===== config.mk =====
export PLATFORM = sky130hd
export DESIGN_NAME = seg_readback
export DESIGN_NICKNAME = d
export VERILOG_FILES = /design/src/rtl/seg_readback.sv
export SDC_FILE = /design/constraint.sdc
export NUM_CORES = 1
export LEC_CHECK = 0
export ABC_AREA = 1
export BUFFER_PORTS_ARGS = -buffer_cell sky130_fd_sc_hd__buf_2
export CELL_PAD_IN_SITES_DETAIL_PLACEMENT = 1
export CELL_PAD_IN_SITES_GLOBAL_PLACEMENT = 1
export CORE_UTILIZATION = 45
export CTS_CLUSTER_DIAMETER = 150
export DETAILED_ROUTE_END_ITERATION = 8
export PLACE_DENSITY = 0.78
export SYNTH_ARGS = -nofsm -noshare
export SYNTH_HDL_FRONTEND = slang
export SYNTH_SLANG_ARGS = --single-unit

===== constraint.sdc =====
create_clock -name clk -period 4.8 [get_ports clk]
set_input_delay 0.96 -clock clk [delete_from_list [all_inputs] [get_ports clk]]
set_output_delay 0.96 -clock clk [all_outputs]
set_load 0.02 [all_outputs]

===== src/rtl/seg_readback.sv =====
// Rebuilds the 3-digit decimal value shown on a multiplexed 7-segment bus and publishes it once scans agree.
// Latency: input register, SETTLE-cycle capture per digit, results register one cycle after the final capture.
// No backpressure: passive monitor, always accepts the bus; outputs are status levels and single-cycle pulses.
module seg_readback #(
  parameter int unsigned SETTLE       = 2,
  parameter int unsigned STABLE_SCANS = 2,
  parameter int unsigned IDLE_TIMEOUT = 4096
) (
  input  logic       clk,
  input  logic       rst,
  input  logic [7:0] seg_COM,
  input  logic [7:0] seg_DATA,
  output logic [7:0] value,
  output logic       valid,
  output logic       value_upd,
  output logic       scan_done,
  output logic       blank,
  output logic       error
);

  localparam logic [3:0]  SETTLE_W = 4'(SETTLE);
  localparam logic [2:0]  STABLE_W = 3'(STABLE_SCANS);
  localparam logic [15:0] IDLE_W   = 16'(IDLE_TIMEOUT);

  logic [7:0]      com_q, dat_q, prev_com_q, prev_dat_q;
  logic [7:0]      com_d, dat_d, prev_com_d, prev_dat_d;
  logic [3:0]      settle_q, settle_d;
  logic            taken_q, taken_d;
  logic [2:0][3:0] slot_q, slot_d;
  logic [2:0]      bad_q, bad_d;
  logic [2:0]      seen_q, seen_d;
  logic [9:0]      last_q, last_d;
  logic [2:0]      match_q, match_d;
  logic [15:0]     idle_q, idle_d;
  logic [7:0]      value_q, value_d;
  logic            valid_q, valid_d, upd_q, upd_d, done_q, done_d;
  logic            blank_q, blank_d, err_q, err_d;

  logic       sel, same, cap, complete, timeout, scan_bad, dig_bad;
  logic [2:0] sel_oh;
  logic [3:0] dig;
  logic [9:0] h10, t10, o10, cand;

  // Decode digit position from COM and the digit from the segments (dp ignored)
  always_comb begin
    sel_oh = 3'b000;
    case (com_q)
      8'hFE:   sel_oh = 3'b001;
      8'hFD:   sel_oh = 3'b010;
      8'hFB:   sel_oh = 3'b100;
      default: sel_oh = 3'b000;
    endcase
    sel = |sel_oh;
    dig_bad = 1'b0;
    case ({dat_q[7:1], 1'b0})
      8'hFC:   dig = 4'd0;
      8'h60:   dig = 4'd1;
      8'hDA:   dig = 4'd2;
      8'hF2:   dig = 4'd3;
      8'h66:   dig = 4'd4;
      8'hB6:   dig = 4'd5;
      8'hBE:   dig = 4'd6;
      8'hE0:   dig = 4'd7;
      8'hFE:   dig = 4'd8;
      8'hF6:   dig = 4'd9;
      default: begin dig = 4'd0; dig_bad = 1'b1; end
    endcase
  end

  // Candidate value h*100 + t*10 + o as shift-add on the stored slots
  always_comb begin
    h10 = {6'd0, slot_q[2]};
    t10 = {6'd0, slot_q[1]};
    o10 = {6'd0, slot_q[0]};
    cand = (h10 << 6) + (h10 << 5) + (h10 << 2) + (t10 << 3) + (t10 << 1) + o10;
    scan_bad = (|bad_q) || (cand > 10'd255);
  end

  // Next state: glitch filter, digit capture, scan completion, stability check, idle detection
  always_comb begin
    com_d      = seg_COM;
    dat_d      = seg_DATA;
    prev_com_d = com_q;
    prev_dat_d = dat_q;

    same = (com_q == prev_com_q) && (dat_q == prev_dat_q);
    if (!same)
      settle_d = 4'd1;
    else if (sel && settle_q != 4'hF)
      settle_d = settle_q + 4'd1;
    else
      settle_d = settle_q;

    // taken_q remembers that the current dwell already produced its capture
    taken_d = same ? taken_q : 1'b0;
    cap     = sel && !taken_d && (settle_d >= SETTLE_W);
    taken_d = taken_d | cap;

    complete = (seen_q == 3'b111);
    slot_d   = slot_q;
    bad_d    = bad_q;
    seen_d   = complete ? 3'b000 : seen_q;
    for (int i = 0; i < 3; i++) begin
      if (cap && sel_oh[i]) begin
        slot_d[i] = dig;
        bad_d[i]  = dig_bad;
        seen_d[i] = 1'b1;
      end
    end

    done_d  = 1'b0;
    err_d   = 1'b0;
    upd_d   = 1'b0;
    last_d  = last_q;
    match_d = match_q;
    value_d = value_q;
    valid_d = valid_q;
    if (complete) begin
      done_d = 1'b1;
      if (scan_bad) begin
        err_d   = 1'b1;
        match_d = 3'd0;
      end else begin
        if (cand == last_q) begin
          if (match_q < STABLE_W)
            match_d = match_q + 3'd1;
        end else begin
          last_d  = cand;
          match_d = 3'd1;
        end
        if (match_d == STABLE_W && (!valid_q || cand[7:0] != value_q)) begin
          value_d = cand[7:0];
          valid_d = 1'b1;
          upd_d   = 1'b1;
        end
      end
    end

    // Idle counter saturates so the timeout fires once per idle period
    if (sel)
      idle_d = 16'd0;
    else if (idle_q != IDLE_W)
      idle_d = idle_q + 16'd1;
    else
      idle_d = idle_q;
    timeout = (idle_d == IDLE_W) && (idle_q != IDLE_W);
    blank_d = sel ? 1'b0 : (timeout | blank_q);
    if (timeout) begin
      valid_d = 1'b0;
      seen_d  = 3'b000;
      match_d = 3'd0;
    end
  end

  // State registers with synchronous active-low reset
  always_ff @(posedge clk) begin
    if (!rst) begin
      com_q      <= 8'hFF;
      dat_q      <= 8'h00;
      prev_com_q <= 8'hFF;
      prev_dat_q <= 8'h00;
      settle_q   <= 4'd0;
      taken_q    <= 1'b0;
      slot_q     <= '0;
      bad_q      <= 3'b000;
      seen_q     <= 3'b000;
      last_q     <= 10'd0;
      match_q    <= 3'd0;
      idle_q     <= 16'd0;
      value_q    <= 8'd0;
      valid_q    <= 1'b0;
      upd_q      <= 1'b0;
      done_q     <= 1'b0;
      blank_q    <= 1'b0;
      err_q      <= 1'b0;
    end else begin
      com_q      <= com_d;
      dat_q      <= dat_d;
      prev_com_q <= prev_com_d;
      prev_dat_q <= prev_dat_d;
      settle_q   <= settle_d;
      taken_q    <= taken_d;
      slot_q     <= slot_d;
      bad_q      <= bad_d;
      seen_q     <= seen_d;
      last_q     <= last_d;
      match_q    <= match_d;
      idle_q     <= idle_d;
      value_q    <= value_d;
      valid_q    <= valid_d;
      upd_q      <= upd_d;
      done_q     <= done_d;
      blank_q    <= blank_d;
      err_q      <= err_d;
    end
  end

  assign value     = value_q;
  assign valid     = valid_q;
  assign value_upd = upd_q;
  assign scan_done = done_q;
  assign blank     = blank_q;
  assign error     = err_q;

endmodule


==> report_table.html, run 1 <==
<table>
<tr><th>Metric</th><th>Value</th></tr>
<tr><th colspan="2">Outcome</th></tr>
<tr><td>Run status</td><td>finished clean</td></tr>
<tr><th colspan="2">Timing</th></tr>
<tr><td>Transition time at the pin with the least slew margin</td><td>0.556 ns</td></tr>
<tr><td>Total Negative Setup Slacks</td><td>0 ns</td></tr>
<tr><td>Maximum clock skew at final layout</td><td>0.00498 ns</td></tr>
<tr><td>Worst slew margin relative to its limit</td><td>62.9%</td></tr>
<tr><td>WHS</td><td>0.447 ns</td></tr>
<tr><td>Share of the clock period used by the worst path after layout</td><td>81.0%</td></tr>
<tr><td>Final Setup Violations</td><td>0</td></tr>
<tr><td>Fin crit period</td><td>3.89 ns</td></tr>
<tr><td>Number of max-slew violations in the final report</td><td>0</td></tr>
<tr><td>Max Fclk</td><td>between 0.2 and 0.3 GHz</td></tr>
<tr><td>Number of hold violations in the final report</td><td>0</td></tr>
<tr><td>RSZ-0062 raised after global routing</td><td>no</td></tr>
<tr><th colspan="2">GRT</th></tr>
<tr><td>Number of global-route vias before repair</td><td>approximately 5000</td></tr>
<tr><td>Met1 Usage GRT</td><td>25.9%</td></tr>
<tr><td>Largest net degree at the start of global routing</td><td>53</td></tr>
<tr><td>Final global-route overflow total</td><td>0</td></tr>
<tr><td>Highest-utilization routing layer at the global route stage</td><td>met2</td></tr>
<tr><td>Met3 Resource Use GR</td><td>3.50%</td></tr>
<tr><td>Number of antenna violations at the first check in global routing</td><td>0</td></tr>
<tr><td>Met2 usage in global routing</td><td>43.0%</td></tr>
<tr><td>First-pass GRT wire length</td><td>23.0 mm</td></tr>
<tr><td>All-Layer GR Usage</td><td>23.1%</td></tr>
<tr><th colspan="2">Layout</th></tr>
<tr><td>Finished Layout Cells</td><td>933</td></tr>
<tr><td>Diode insertion count for antenna repair</td><td>0</td></tr>
<tr><td>Number of fill cells in the layout</td><td>1521</td></tr>
<tr><td>Share of final-layout standard cells stronger than drive strength 1</td><td>11.6%</td></tr>
<tr><td>Layout Area Growth over Synthesis</td><td>10.6%</td></tr>
<tr><td>Final Net Count</td><td>approximately 830</td></tr>
<tr><th colspan="2">Place</th></tr>
<tr><td>Buffers on Ports</td><td>30</td></tr>
<tr><td>Global placer's final weighted congestion</td><td>0.858</td></tr>
<tr><td>DP Cell Count</td><td>917</td></tr>
<tr><td>Placed wire-length estimate</td><td>10.0 mm</td></tr>
<tr><th colspan="2">Drt</th></tr>
<tr><td>Violation count after the first detailed-routing iteration</td><td>143</td></tr>
<tr><td>Via count</td><td>4736</td></tr>
<tr><td>Detailed-route vias per instance</td><td>5.08</td></tr>
<tr><td>Detail-routed net length per standard cell</td><td>between 10 and 15 um</td></tr>
<tr><td>Total wire length after detailed routing</td><td>approximately 13 mm</td></tr>
<tr><td># DRC</td><td>0</td></tr>
<tr><td>Count of TritonRoute iterations in the first routing pass</td><td>4</td></tr>
<tr><td>Remaining antenna violation count</td><td>0</td></tr>
<tr><th colspan="2">Clock network</th></tr>
<tr><td>Post-CTS Setup Repair Bufs</td><td>0</td></tr>
<tr><td>TritonCTS Sinks</td><td>97</td></tr>
<tr><td>Clock H-tree levels</td><td>3</td></tr>
<tr><td>Clock Tree Buf Depth</td><td>2</td></tr>
<tr><td>Number of buffers added by the clock tree synthesis step</td><td>9</td></tr>
<tr><td>Clock root buffer</td><td>sky130_fd_sc_hd__clkbuf_16</td></tr>
<tr><td>Cts repair resizes</td><td>0</td></tr>
<tr><td>Number of hold-repair buffers added at the cts stage</td><td>0</td></tr>
<tr><td>Worst-path clk slew</td><td>~0.070 ns</td></tr>
<tr><td>TritonCTS clock tree</td><td>done</td></tr>
<tr><td>Source-to-sink clock delay at the later pin of the worst-skew pair</td><td>0.36 ns</td></tr>
<tr><th colspan="2">Min path</th></tr>
<tr><td>Startpoint of the most critical hold path</td><td>dat_q[0]$_SDFF_PN0_</td></tr>
<tr><td>Min-Delay Path Class</td><td>reg -&gt; reg</td></tr>
<tr><td>Worst Hold Endpoint</td><td>prev_dat_q[0]$_SDFF_PN0_</td></tr>
<tr><td>Hold path cells</td><td>2</td></tr>
<tr><th colspan="2">Synth</th></tr>
<tr><td>Dominant synthesized flop cell</td><td>sky130_fd_sc_hd__dfxtp_1</td></tr>
<tr><td>Async set-or-reset flop fraction in the synthesized netlist</td><td>0%</td></tr>
<tr><td>Cell with the most instances after synthesis</td><td>sky130_fd_sc_hd__nand2_1</td></tr>
<tr><td>Sequential cell area fraction in the yosys report</td><td>36.5%</td></tr>
<tr><td>Unique cell type count in the Yosys netlist</td><td>36</td></tr>
<tr><td>Most numerous cell types in the synthesized netlist</td><td>sky130_fd_sc_hd__nand2_1, sky130_fd_sc_hd__inv_1, sky130_fd_sc_hd__nor2_1, sky130_fd_sc_hd__dfxtp_1, sky130_fd_sc_hd__nand3_1</td></tr>
<tr><td>Number of nets produced by synthesis</td><td>approximately 800</td></tr>
<tr><td>Largest cells by area after synthesis</td><td>sky130_fd_sc_hd__dfxtp_1, sky130_fd_sc_hd__nand2_1, sky130_fd_sc_hd__inv_1</td></tr>
<tr><td>Ys Warns</td><td>0</td></tr>
<tr><td>Post-synthesis instance area</td><td>5320 sq um</td></tr>
<tr><td>Synth Register Bits</td><td>slightly below 100</td></tr>
<tr><td>Post-synthesis cell count</td><td>757</td></tr>
<tr><td>Post-synth EDFFs</td><td>0</td></tr>
<tr><td>Syn avg cell area</td><td>between 7 and 8 sq um</td></tr>
<tr><td>Library cell with the largest summed area after synthesis</td><td>sky130_fd_sc_hd__dfxtp_1</td></tr>
<tr><td>Fraction of synthesized cell area taken by the top area cell type</td><td>36.5%</td></tr>
<tr><th colspan="2">Power</th></tr>
<tr><td>Worst IR Drop VDD</td><td>232 uV</td></tr>
<tr><td>Static power due to leakage</td><td>0.00303 uW</td></tr>
<tr><td>Power density normalized to cell area</td><td>286 nW/um^2</td></tr>
<tr><th colspan="2">Worst setup path</th></tr>
<tr><td>Crit path DAT</td><td>4.14 ns</td></tr>
<tr><td>Worst R2R End</td><td>last_q[2]$_SDFFE_PN0P_</td></tr>
<tr><td>Number of cell instances on the worst register-to-register path</td><td>18</td></tr>
<tr><td>Slowest cell delay on critical path</td><td>0.61 ns</td></tr>
<tr><td>Max FO, Critical Path</td><td>12</td></tr>
<tr><td>Critical path's slowest cell</td><td>sky130_fd_sc_hd__fa_1</td></tr>
<tr><td>Setup slack on the worst flop-to-flop path</td><td>0.91 ns</td></tr>
<tr><td>Type of the worst setup path</td><td>reg -&gt; reg</td></tr>
<tr><td>Startpoint Class</td><td>flop</td></tr>
<tr><td>Cell-by-cell listing of the critical path</td><td>fa_1 &gt; fa_1 &gt; ha_1 &gt; inv_1 &gt; fa_1 &gt; inv_1 &gt; nand2_1 &gt; nand2_1 &gt; nor2_1 &gt; nand3_1 &gt; nor2_1 &gt; nand3_1 &gt; nor2_2 &gt; nand3_2 &gt; nand2_1 &gt; inv_1 &gt; nor2_1 &gt; nor2_1</td></tr>
<tr><td>Cell repeated most along the worst path</td><td>sky130_fd_sc_hd__nor2_1</td></tr>
<tr><td>Critical Path RT</td><td>5.05 ns</td></tr>
<tr><td>Crit. End Element</td><td>flop</td></tr>
<tr><td>Reg-to-Reg Start</td><td>slot_q[4]$_SDFFE_PN0P_</td></tr>
<tr><th colspan="2">Die</th></tr>
<tr><td>Chip Height</td><td>111 um</td></tr>
<tr><td>Starting Density</td><td>between 40 and 50%</td></tr>
<tr><td>Overall die width</td><td>between 100 and 150 um</td></tr>
<tr><td>Area of the core</td><td>11500 sq um</td></tr>
<tr><td>I/O pin count</td><td>31</td></tr>
<tr><td>DIE AREA</td><td>12300 sq um</td></tr>
<tr><td>Standard-cell rows</td><td>39</td></tr>
<tr><th colspan="2">Run</th></tr>
<tr><td>Maximum Capacitance Violations</td><td>0</td></tr>
</table>
-- power breakdown --
| group | internal, uW | total, uW | switching [uW] |
|---|---|---|---|
| registers | 820 | 836 | 15.5 |
| logic | 37.0 | 96.2 | 59.1 |
| clock network | 410 | 750 | 341 |
| total | 1270 | 1680 | 415 |
-- worst max-delay path by stage --
| stage | end | startpoint | cells after the start |
|---|---|---|---|
| 2_1_floorplan | value[2]$_SDFFE_PN0P_ | slot_q[4]$_SDFFE_PN0P_ | 19 |
| 3_3_place_gp | last_q[6]$_SDFFE_PN0P_ | slot_q[4]$_SDFFE_PN0P_ | 18 |
| 3_5_place_dp | last_q[2]$_SDFFE_PN0P_ | slot_q[4]$_SDFFE_PN0P_ | 18 |
| 4_1_cts | last_q[2]$_SDFFE_PN0P_ | slot_q[4]$_SDFFE_PN0P_ | 18 |
| 5_1_grt | last_q[2]$_SDFFE_PN0P_ | slot_q[4]$_SDFFE_PN0P_ | 18 |
| 6_report | last_q[2]$_SDFFE_PN0P_ | slot_q[4]$_SDFFE_PN0P_ | 18 |
-- cells by family after synthesis --
| group | synth area share (%) |
|---|---|
| compound gates | 3.78 |
| fa+ha+maj | 7.10 |
| xor+xnor | 6.51 |
| buf+inv | 9.87 |
| simple gates | 36.3 |
| flops | 36.5 |
-- cells in the final DEF, fill, tap and decap left out, types with 2 or more instances in the layout --
cell type	count
sky130_fd_sc_hd__nor4_1	3
sky130_fd_sc_hd__dfxtp_1	97
sky130_fd_sc_hd__clkinvlp_4	2
sky130_fd_sc_hd__nand3_4	4
sky130_fd_sc_hd__nor2_1	115
sky130_fd_sc_hd__ha_1	19
sky130_fd_sc_hd__clkbuf_16	9
sky130_fd_sc_hd__nand2_1	183
sky130_fd_sc_hd__nor3_1	7
sky130_fd_sc_hd__nor2_4	2
sky130_fd_sc_hd__nand3b_1	4
sky130_fd_sc_hd__nor2_2	4
sky130_fd_sc_hd__xnor2_1	20
sky130_fd_sc_hd__nand4_1	22
sky130_fd_sc_hd__fa_1	7
sky130_fd_sc_hd__inv_1	115
sky130_fd_sc_hd__nand2_2	10
sky130_fd_sc_hd__nand3_1	49
sky130_fd_sc_hd__a21oi_1	22
sky130_fd_sc_hd__nand3_2	5
sky130_fd_sc_hd__o21ai_1	6
sky130_fd_sc_hd__o21ai_0	7
sky130_fd_sc_hd__buf_2	30
sky130_fd_sc_hd__o22ai_1	2
sky130_fd_sc_hd__inv_2	2
sky130_fd_sc_hd__or2_2	14
sky130_fd_sc_hd__xor2_1	15
sky130_fd_sc_hd__buf_4	2
-- registers in the layout (all words and copies together), names as in the netlist, 4 cells and up --
register,cells
settle_q,4
com_q,8
dat_q,8
prev_com_q,8
prev_dat_q,8
h10,4
value,8
last_q,10
idle_q,16
slot_q,4
o10,4
-- through the flow --
| stage | setup WS [ns] | area (sq um) | util, % | power [uW] |
|---|---|---|---|---|
| after global routing | 0.582 | 5890 | 51.4 | 1750 |
| after global placement | 1.17 | 5590 | 48.7 | 946 |
| after floorplan | 1.46 | 5320 | - | 923 |
| final | 0.910 | 5890 | 51.4 | 1680 |
| after CTS | 0.893 | 5890 | 51.4 | 1700 |
| after detailed placement | 0.950 | 5590 | 48.7 | 951 |
-- metal layers --
metal  vias to the layer above  wire (um)
met5                         -          0
met4                         0        326
met3                        23        407
met2                        80       6800
met1                      2236       5630
li1                       2397          -
-- worst max-delay path: cells and delay by family (launching register included) --
kind / cells / cell delay [ns]
DFF: 1 / 0.34
and+or+nand+nor: 11 / 1.27
adders and majority gates: 4 / 1.84
buffers and inverters: 3 / 0.34
-- cell type report --
class	count	area [sq um]	share of cell area, %
Clock inverter	7	78.8	1.34
Tap cell	143	179	3.04
Clock buffer	9	225	3.82
Sequential cell	97	1940	33.0
Timing Repair Buffer	32	165	2.80
Inverter	118	443	7.52
Multi-Input combinational cell	527	2860	48.5
No activity file was read; power rests on OpenSTA's default activity.
==> run 2: changes to the inputs <==
==> constraint.sdc (replaced) <==
create_clock -name clk -period 3.7 [get_ports clk]
set_input_delay 0.74 -clock clk [delete_from_list [all_inputs] [get_ports clk]]
set_output_delay 0.74 -clock clk [all_outputs]
set_load 0.02 [all_outputs]
==> run 2 against run 1 <==
Compared with the run above: design area increased by 2.2%; sequential power up 29%; critical path type unchanged; combinational power rose by 29%; die area is the same.
==> report_table.html, run 2 (synthesis results as in run 1) <==
<table>
<tr><th>Metric</th><th>Value</th></tr>
<tr><th colspan="2">Worst setup path</th></tr>
<tr><td>Crit path DAT</td><td>3.89 ns</td></tr>
<tr><td>Cell repeated most along the worst path</td><td>sky130_fd_sc_hd__nor2_1</td></tr>
<tr><td>Crit. End Element</td><td>flop</td></tr>
<tr><td>Cell-by-cell listing of the critical path</td><td>fa_1 &gt; fa_1 &gt; ha_2 &gt; inv_2 &gt; fa_2 &gt; inv_2 &gt; nand2_1 &gt; nand2_1 &gt; nor2_1 &gt; nand3_1 &gt; nor2_1 &gt; nand3_1 &gt; nor2_2 &gt; nand3_4 &gt; nor2_4 &gt; nand2_4 &gt; nor2_1 &gt; nor2_1</td></tr>
<tr><td>Critical Path RT</td><td>3.94 ns</td></tr>
<tr><td>Startpoint Class</td><td>flop</td></tr>
<tr><td>Slowest cell delay on critical path</td><td>0.58 ns</td></tr>
<tr><td>Number of buffers and inverters on the critical path</td><td>2</td></tr>
<tr><td>Type of the worst setup path</td><td>reg -&gt; reg</td></tr>
<tr><td>Critical path's slowest cell</td><td>sky130_fd_sc_hd__fa_2</td></tr>
<tr><td>Cell family with the largest share of critical-path delay</td><td>adder cells</td></tr>
<tr><td>Max FO, Critical Path</td><td>7</td></tr>
<tr><th colspan="2">Power</th></tr>
<tr><td>Comb power frac</td><td>5.6%</td></tr>
<tr><td>Clock power frac</td><td>45.6%</td></tr>
<tr><td>Power density normalized to cell area</td><td>369 nW/um^2</td></tr>
<tr><td>Flop pwr share</td><td>48.8%</td></tr>
<tr><td>Worst IR Drop VDD</td><td>278 uV</td></tr>
<tr><td>Total power</td><td>between 2000 and 2500 uW</td></tr>
<tr><td>Internal power</td><td>1720 uW</td></tr>
<tr><td>Switching share of power</td><td>about 22%</td></tr>
<tr><td>P_sw</td><td>about 500 uW</td></tr>
<tr><td>Static power due to leakage</td><td>approximately 0.003 uW</td></tr>
<tr><th colspan="2">Timing</th></tr>
<tr><td>Total Negative Setup Slacks</td><td>0 ns</td></tr>
<tr><td>Max Fclk</td><td>0.274 GHz</td></tr>
<tr><td>WHS</td><td>0.451 ns</td></tr>
<tr><td>Fin crit period</td><td>about 3.6 ns</td></tr>
<tr><td>Share of the clock period used by the worst path after layout</td><td>98.6%</td></tr>
<tr><td>Maximum clock skew at final layout</td><td>about 0.0063 ns</td></tr>
<tr><td>Worst slew margin relative to its limit</td><td>22.1%</td></tr>
<tr><td>Final Setup Violations</td><td>0</td></tr>
<tr><td>Transition time at the pin with the least slew margin</td><td>1.17 ns</td></tr>
<tr><td>Number of hold violations in the final report</td><td>0</td></tr>
<tr><td>RSZ-0062 raised after global routing</td><td>yes</td></tr>
<tr><td>Number of max-slew violations in the final report</td><td>0</td></tr>
<tr><th colspan="2">Min path</th></tr>
<tr><td>Min-Delay Path Class</td><td>reg -&gt; reg</td></tr>
<tr><th colspan="2">Die</th></tr>
<tr><td>DIE AREA</td><td>12300 sq um</td></tr>
<tr><td>Chip Height</td><td>111 um</td></tr>
<tr><td>Overall die width</td><td>111 um</td></tr>
<tr><td>Starting Density</td><td>46.4%</td></tr>
<tr><td>Standard-cell rows</td><td>39</td></tr>
<tr><td>Area of the core</td><td>11500 sq um</td></tr>
<tr><td>I/O pin count</td><td>31</td></tr>
<tr><th colspan="2">Clock network</th></tr>
<tr><td>Number of hold-repair buffers added at the cts stage</td><td>0</td></tr>
<tr><td>Worst-path clk slew</td><td>0.06 ns</td></tr>
<tr><td>TritonCTS Sinks</td><td>97</td></tr>
<tr><td>Clock H-tree levels</td><td>3</td></tr>
<tr><td>TritonCTS clock tree</td><td>done</td></tr>
<tr><td>Clock root buffer</td><td>sky130_fd_sc_hd__clkbuf_16</td></tr>
<tr><td>Source-to-sink clock delay at the later pin of the worst-skew pair</td><td>around 0.35 ns</td></tr>
<tr><td>Clock Tree Buf Depth</td><td>2</td></tr>
<tr><td>Number of buffers added by the clock tree synthesis step</td><td>9</td></tr>
<tr><th colspan="2">Layout</th></tr>
<tr><td>Largest register by flop count</td><td>idle_q</td></tr>
<tr><td>Commonest non-fill, non-tap cell in the layout</td><td>sky130_fd_sc_hd__nand2_1</td></tr>
<tr><td>Layout Area Growth over Synthesis</td><td>13.0%</td></tr>
<tr><td>Diode insertion count for antenna repair</td><td>0</td></tr>
<tr><td>Share of final-layout standard cells stronger than drive strength 1</td><td>a little over an eighth</td></tr>
<tr><td>Final Net Count</td><td>838</td></tr>
<tr><td>Finished Layout Cells</td><td>between 900 and 1000</td></tr>
<tr><td>Number of fill cells in the layout</td><td>1513</td></tr>
<tr><td>Commonest cells after routing, fill and taps aside</td><td>sky130_fd_sc_hd__nand2_1, sky130_fd_sc_hd__nor2_1, sky130_fd_sc_hd__inv_1</td></tr>
<tr><td>Post-Layout Inst Area</td><td>6020 sq um</td></tr>
<tr><td>Flip-flop count of the largest register after layout</td><td>16</td></tr>
<tr><td>Largest registers ranked by flip-flop count</td><td>idle_q x16, last_q x10</td></tr>
<tr><th colspan="2">GRT</th></tr>
<tr><td>Number of global-route vias before repair</td><td>4868</td></tr>
<tr><td>All-Layer GR Usage</td><td>22.5%</td></tr>
<tr><td>Number of antenna violations at the first check in global routing</td><td>0</td></tr>
<tr><td>First-pass GRT wire length</td><td>22.3 mm</td></tr>
<tr><td>Largest net degree at the start of global routing</td><td>52</td></tr>
<tr><td>Final global-route overflow total</td><td>0</td></tr>
<tr><th colspan="2">Drt</th></tr>
<tr><td>Detailed-route vias per instance</td><td>around 5</td></tr>
<tr><td>Remaining antenna violation count</td><td>0</td></tr>
<tr><td>Via count</td><td>4748</td></tr>
<tr><td># DRC</td><td>0</td></tr>
<tr><td>Violation count after the first detailed-routing iteration</td><td>roughly 150</td></tr>
<tr><td>Detail-routed net length per standard cell</td><td>between 10 and 15 um</td></tr>
<tr><td>Count of TritonRoute iterations in the first routing pass</td><td>4</td></tr>
<tr><td>Total wire length after detailed routing</td><td>13.3 mm</td></tr>
<tr><th colspan="2">Outcome</th></tr>
<tr><td>Run status</td><td>finished clean</td></tr>
<tr><th colspan="2">Place</th></tr>
<tr><td>DP Cell Count</td><td>918</td></tr>
<tr><td>Buffers on Ports</td><td>30</td></tr>
<tr><td>Cell area reported after detailed placement</td><td>5590 sq um</td></tr>
<tr><td>Placed wire-length estimate</td><td>9.93 mm</td></tr>
<tr><td>Global placer's final weighted congestion</td><td>0.849</td></tr>
<tr><th colspan="2">Run</th></tr>
<tr><td>Maximum Capacitance Violations</td><td>0</td></tr>
</table>
-- run 2: cell count changes in the layout (fill, tap and decap cells not counted), sizes merged --
cell      change
clkbuf        +2
inv           -1
clkinvlp      -1
clkinv        -2
bufinv        +1
nand2         +1
buf           +8
-- run 2: power groups by stage --
stage	combinational, uW	sequential (uW)	clock (uW)
after floorplan	94.9	1100	0
after global placement	120	1110	0
after detailed placement	125	1110	0
after CTS	127	1080	1040
after global routing	142	1090	1080
final	124	1080	1010
-- run 2: tightest hold or removal path, cell delays in order, from the launching register on --
cell and delay, ns:
sky130_fd_sc_hd__dfxtp_1 0.32, sky130_fd_sc_hd__nand2_1 0.06, sky130_fd_sc_hd__inv_1 0.03
-- run 2: layout make-up --
type                       count  area (sq um)  area share [%]
multi-input combinational    528          2900            48.2
tap                          143           179            2.97
clock inverter                 4          76.3            1.27
clock buffer                  11           243            4.03
inverter                     118           443            7.36
timing repair buffer          40           229            3.81
sequential                    97          1950            32.3
-- run 2: path summary, 6_finish.rpt --
| kind | start | to | slack (ns) | cells after the start |
|---|---|---|---|---|
| setup / recovery | h10[1]$_SDFFE_PN0P_ | value[3]$_SDFFE_PN0P_ | 0.05 | 18 |
| setup reg to reg | h10[1]$_SDFFE_PN0P_ | value[3]$_SDFFE_PN0P_ | 0.05 | 18 |
| hold / removal | dat_q[0]$_SDFF_PN0_ | prev_dat_q[0]$_SDFF_PN0_ | 0.45 | 2 |
| hold reg to reg | dat_q[0]$_SDFF_PN0_ | prev_dat_q[0]$_SDFF_PN0_ | 0.45 | 2 |
-- run 2: through the flow --
stage | utilization, % | worst slack (ns)
2_1_floorplan | - | 0.360
3_3_place_gp | 48.8 | 0.198
3_5_place_dp | 48.8 | 0.0117
4_1_cts | 51.6 | 0.0267
5_1_grt | 52.5 | -0.131
6_report | 52.5 | 0.0500
-- run 2: repair_timing --
action	in CTS	in global routing
endpoints found under the setup margin	4	19
pin swaps	0	10
cloned	0	1
gates resized for setup	2	13
setup buffers	0	7
-- run 2: per-layer routing --
| metal | vias to the layer above | part of all wire [%] | GRT usage (%) | wire length, um |
|---|---|---|---|---|
| met1 | 2268 | 43 | 25.4 | 5790 |
| met2 | 50 | 52 | 41.3 | 6940 |
| met5 | - | 0 | 0 | 0 |
| met3 | 22 | 2.1 | 3.72 | 286 |
| li1 | 2408 | - | - | - |
| met4 | 0 | 2.3 | 9.96 | 312 |
==> run 3: changes to the inputs <==
--- a/config.mk
+++ b/config.mk
@@ -9,10 +9,10 @@
 export BUFFER_PORTS_ARGS = -buffer_cell sky130_fd_sc_hd__buf_2
 export CELL_PAD_IN_SITES_DETAIL_PLACEMENT = 1
 export CELL_PAD_IN_SITES_GLOBAL_PLACEMENT = 1
-export CORE_UTILIZATION = 45
+export CORE_UTILIZATION = 30
 export CTS_CLUSTER_DIAMETER = 150
 export DETAILED_ROUTE_END_ITERATION = 8
-export PLACE_DENSITY = 0.78
+export PLACE_DENSITY = 0.55
 export SYNTH_ARGS = -nofsm -noshare
 export SYNTH_HDL_FRONTEND = slang
 export SYNTH_SLANG_ARGS = --single-unit
==> run 3 against run 2 <==
Compared with the run above: setup slack better by 0.12 ns; hold slack worse by 0.0045 ns; cell count grew 8.8%; global-route usage down 6.8 points; largest cell class unchanged; clock power is 4% lower.
==> report_table.html, run 3 (synthesis results as in run 1) <==
<table>
<tr><th>Metric</th><th>Value</th></tr>
<tr><th colspan="2">Outcome</th></tr>
<tr><td>Run status</td><td>finished clean</td></tr>
<tr><th colspan="2">GRT</th></tr>
<tr><td>Number of global-route vias before repair</td><td>4822</td></tr>
<tr><td>Number of antenna violations at the first check in global routing</td><td>0</td></tr>
<tr><td>Final global-route overflow total</td><td>0</td></tr>
<tr><td>Largest net degree at the start of global routing</td><td>52</td></tr>
<tr><td>First-pass GRT wire length</td><td>22.7 mm</td></tr>
<tr><td>All-Layer GR Usage</td><td>~16%</td></tr>
<tr><th colspan="2">Power</th></tr>
<tr><td>Comb power frac</td><td>5.7%</td></tr>
<tr><td>Clock power frac</td><td>44.6%</td></tr>
<tr><td>Switching share of power</td><td>between 20% and 30%</td></tr>
<tr><td>Flop pwr share</td><td>49.7%</td></tr>
<tr><td>Internal power</td><td>1660 uW</td></tr>
<tr><td>P_sw</td><td>between 500 and 600 uW</td></tr>
<tr><td>Worst IR Drop VDD</td><td>221 uV</td></tr>
<tr><td>Static power due to leakage</td><td>0.00307 uW</td></tr>
<tr><td>Power density normalized to cell area</td><td>358 nW/um^2</td></tr>
<tr><td>Total power</td><td>2180 uW</td></tr>
<tr><th colspan="2">Drt</th></tr>
<tr><td>Via count</td><td>4645</td></tr>
<tr><td>Detailed-route vias per instance</td><td>4.54</td></tr>
<tr><td>Detail-routed net length per standard cell</td><td>12.8 um</td></tr>
<tr><td># DRC</td><td>0</td></tr>
<tr><td>Total wire length after detailed routing</td><td>13.1 mm</td></tr>
<tr><td>Violation count after the first detailed-routing iteration</td><td>130</td></tr>
<tr><td>Count of TritonRoute iterations in the first routing pass</td><td>4</td></tr>
<tr><td>Remaining antenna violation count</td><td>0</td></tr>
<tr><th colspan="2">Die</th></tr>
<tr><td>DIE AREA</td><td>18300 sq um</td></tr>
<tr><td>I/O pin count</td><td>31</td></tr>
<tr><td>Overall die width</td><td>135 um</td></tr>
<tr><td>Standard-cell rows</td><td>48</td></tr>
<tr><td>Chip Height</td><td>135 um</td></tr>
<tr><td>Area of the core</td><td>~17000 sq um</td></tr>
<tr><td>Starting Density</td><td>30.8%</td></tr>
<tr><th colspan="2">Worst setup path</th></tr>
<tr><td>Type of the worst setup path</td><td>reg -&gt; reg</td></tr>
<tr><td>Crit path DAT</td><td>about 3.8 ns</td></tr>
<tr><td>Crit. Startpoint</td><td>slot_q[6]$_SDFFE_PN0P_</td></tr>
<tr><td>Number of cell instances on the worst register-to-register path</td><td>19</td></tr>
<tr><td>Critical Path RT</td><td>3.98 ns</td></tr>
<tr><td>Setup slack on the worst flop-to-flop path</td><td>0.17 ns</td></tr>
<tr><td>Startpoint Class</td><td>flop</td></tr>
<tr><td>Worst R2R End</td><td>value[2]$_SDFFE_PN0P_</td></tr>
<tr><td>Crit. End Element</td><td>flop</td></tr>
<tr><td>Reg-to-Reg Start</td><td>slot_q[6]$_SDFFE_PN0P_</td></tr>
<tr><td>Max FO, Critical Path</td><td>8</td></tr>
<tr><th colspan="2">Place</th></tr>
<tr><td>Global placer's final weighted congestion</td><td>0.820</td></tr>
<tr><td>Placed wire-length estimate</td><td>10.3 mm</td></tr>
<tr><td>DP Cell Count</td><td>1001</td></tr>
<tr><td>Worst Setup Slack post-DPL</td><td>0.0558 ns</td></tr>
<tr><td>Buffers on Ports</td><td>30</td></tr>
<tr><th colspan="2">Timing</th></tr>
<tr><td>Setup ws final</td><td>approximately 0.17 ns</td></tr>
<tr><td>Final Setup Violations</td><td>0</td></tr>
<tr><td>Fin crit period</td><td>3.53 ns</td></tr>
<tr><td>WHS</td><td>roughly 0.45 ns</td></tr>
<tr><td>Transition time at the pin with the least slew margin</td><td>0.584 ns</td></tr>
<tr><td>Number of hold violations in the final report</td><td>0</td></tr>
<tr><td>Max Fclk</td><td>~0.28 GHz</td></tr>
<tr><td>Number of max-slew violations in the final report</td><td>0</td></tr>
<tr><td>Share of the clock period used by the worst path after layout</td><td>95.3%</td></tr>
<tr><td>Maximum clock skew at final layout</td><td>~0.0082 ns</td></tr>
<tr><td>RSZ-0062 raised after global routing</td><td>yes</td></tr>
<tr><td>Worst slew margin relative to its limit</td><td>61.1%</td></tr>
<tr><th colspan="2">Layout</th></tr>
<tr><td>Largest register by flop count</td><td>idle_q</td></tr>
<tr><td>Flip-flop count of the largest register after layout</td><td>16</td></tr>
<tr><td>Final Net Count</td><td>around 840</td></tr>
<tr><td>Number of fill cells in the layout</td><td>2184</td></tr>
<tr><td>Commonest non-fill, non-tap cell in the layout</td><td>sky130_fd_sc_hd__nand2_1</td></tr>
<tr><td>Largest registers ranked by flip-flop count</td><td>idle_q x16, last_q x10</td></tr>
<tr><td>Commonest cells after routing, fill and taps aside</td><td>sky130_fd_sc_hd__nand2_1, sky130_fd_sc_hd__nor2_1, sky130_fd_sc_hd__inv_1</td></tr>
<tr><td>Layout Area Growth over Synthesis</td><td>14.2%</td></tr>
<tr><td>Diode insertion count for antenna repair</td><td>0</td></tr>
<tr><td>Share of final-layout standard cells stronger than drive strength 1</td><td>between 10% and 20%</td></tr>
<tr><td>Finished Layout Cells</td><td>approximately 1000</td></tr>
<tr><th colspan="2">Clock network</th></tr>
<tr><td>TritonCTS Sinks</td><td>97</td></tr>
<tr><td>Number of buffers added by the clock tree synthesis step</td><td>9</td></tr>
<tr><td>Worst-path clk slew</td><td>roughly 0.07 ns</td></tr>
<tr><td>TritonCTS clock tree</td><td>done</td></tr>
<tr><td>Clock H-tree levels</td><td>3</td></tr>
<tr><td>Clock root buffer</td><td>sky130_fd_sc_hd__clkbuf_16</td></tr>
<tr><td>Clock Tree Buf Depth</td><td>2</td></tr>
<tr><td>Source-to-sink clock delay at the later pin of the worst-skew pair</td><td>between 0.3 and 0.4 ns</td></tr>
<tr><th colspan="2">Min path</th></tr>
<tr><td>Hold path cells</td><td>2</td></tr>
<tr><td>Startpoint of the most critical hold path</td><td>dat_q[0]$_SDFF_PN0_</td></tr>
<tr><td>Min-Delay Path Class</td><td>reg -&gt; reg</td></tr>
<tr><td>Worst Hold Endpoint</td><td>prev_dat_q[0]$_SDFF_PN0_</td></tr>
<tr><th colspan="2">Run</th></tr>
<tr><td>Maximum Capacitance Violations</td><td>0</td></tr>
</table>
==> run 3: cell types whose count changed in the layout (fill, tap and decap cells not counted), sizes merged <==
cell	change
bufinv	-1
clkinvlp	+1
clkinv	+1
==> run 3: timing repair <==
action                     in CTS  in global routing
hold buffers                    0                  0
gates resized for setup         0                 11
setup endpoints to repair       0                 19
setup buffers                   0                  6
==> run 3: area by class of cell <==
type | count | area [sq um] | share of cell area [%]
inverter | 118 | 443 | 7.28
tap | 225 | 282 | 4.63
clock inverter | 5 | 62.6 | 1.03
timing repair buffer | 40 | 225 | 3.70
sequential | 97 | 1950 | 32.0
clock buffer | 11 | 243 | 3.99
multi-input combinational | 528 | 2880 | 47.4
==> run 3: through the flow <==
step	cell area (sq um)	TNS [ns]	utilization, %
finish	6080	0	35.2
global route	6080	-0.672	35.2
CTS	6010	0	34.7
detailed placement	5700	0	33.0
global placement	5700	0	33.0
floorplan	5320	0	-
==> run 3: worst max-delay path by stage <==
stage | endpoint
floorplan | value[2]$_SDFFE_PN0P_
global placement | value[1]$_SDFFE_PN0P_
detailed placement | last_q[1]$_SDFFE_PN0P_
CTS | last_q[4]$_SDFFE_PN0P_
global route | value[2]$_SDFFE_PN0P_
finish | value[2]$_SDFFE_PN0P_
==> run 3: per-layer routing <==
layer,wire [um],track usage (%)
met1,6230,19.3
met2,6430,27.7
met3,266,2.17
met4,206,5.62
met5,0,0
==> run 3: power by group through the flow <==
stage | sequential, uW | combinational (uW) | clock (uW)
after global routing | 1090 | 145 | 1040
final | 1080 | 123 | 971
after global placement | 1110 | 122 | 0
after CTS | 1080 | 127 | 999
after floorplan | 1100 | 94.9 | 0
after detailed placement | 1110 | 126 | 0
==> run 3: worst max-delay path, cell delays in order (launching register included) <==
cell and delay [ns]:
sky130_fd_sc_hd__dfxtp_2 0.33, sky130_fd_sc_hd__fa_1 0.49, sky130_fd_sc_hd__fa_1 0.50, sky130_fd_sc_hd__ha_2 0.20
sky130_fd_sc_hd__inv_2 0.05, sky130_fd_sc_hd__fa_2 0.45, sky130_fd_sc_hd__buf_4 0.15, sky130_fd_sc_hd__nand2_1 0.06
sky130_fd_sc_hd__nand2_1 0.05, sky130_fd_sc_hd__nor2_1 0.09, sky130_fd_sc_hd__nand3_1 0.07, sky130_fd_sc_hd__nor2_1 0.08
sky130_fd_sc_hd__nand3_1 0.09, sky130_fd_sc_hd__nor2_2 0.13, sky130_fd_sc_hd__nand3_2 0.12, sky130_fd_sc_hd__nor2_4 0.25
sky130_fd_sc_hd__nand2_4 0.13, sky130_fd_sc_hd__nand2_2 0.09, sky130_fd_sc_hd__nand2_1 0.04, sky130_fd_sc_hd__nor2_1 0.12
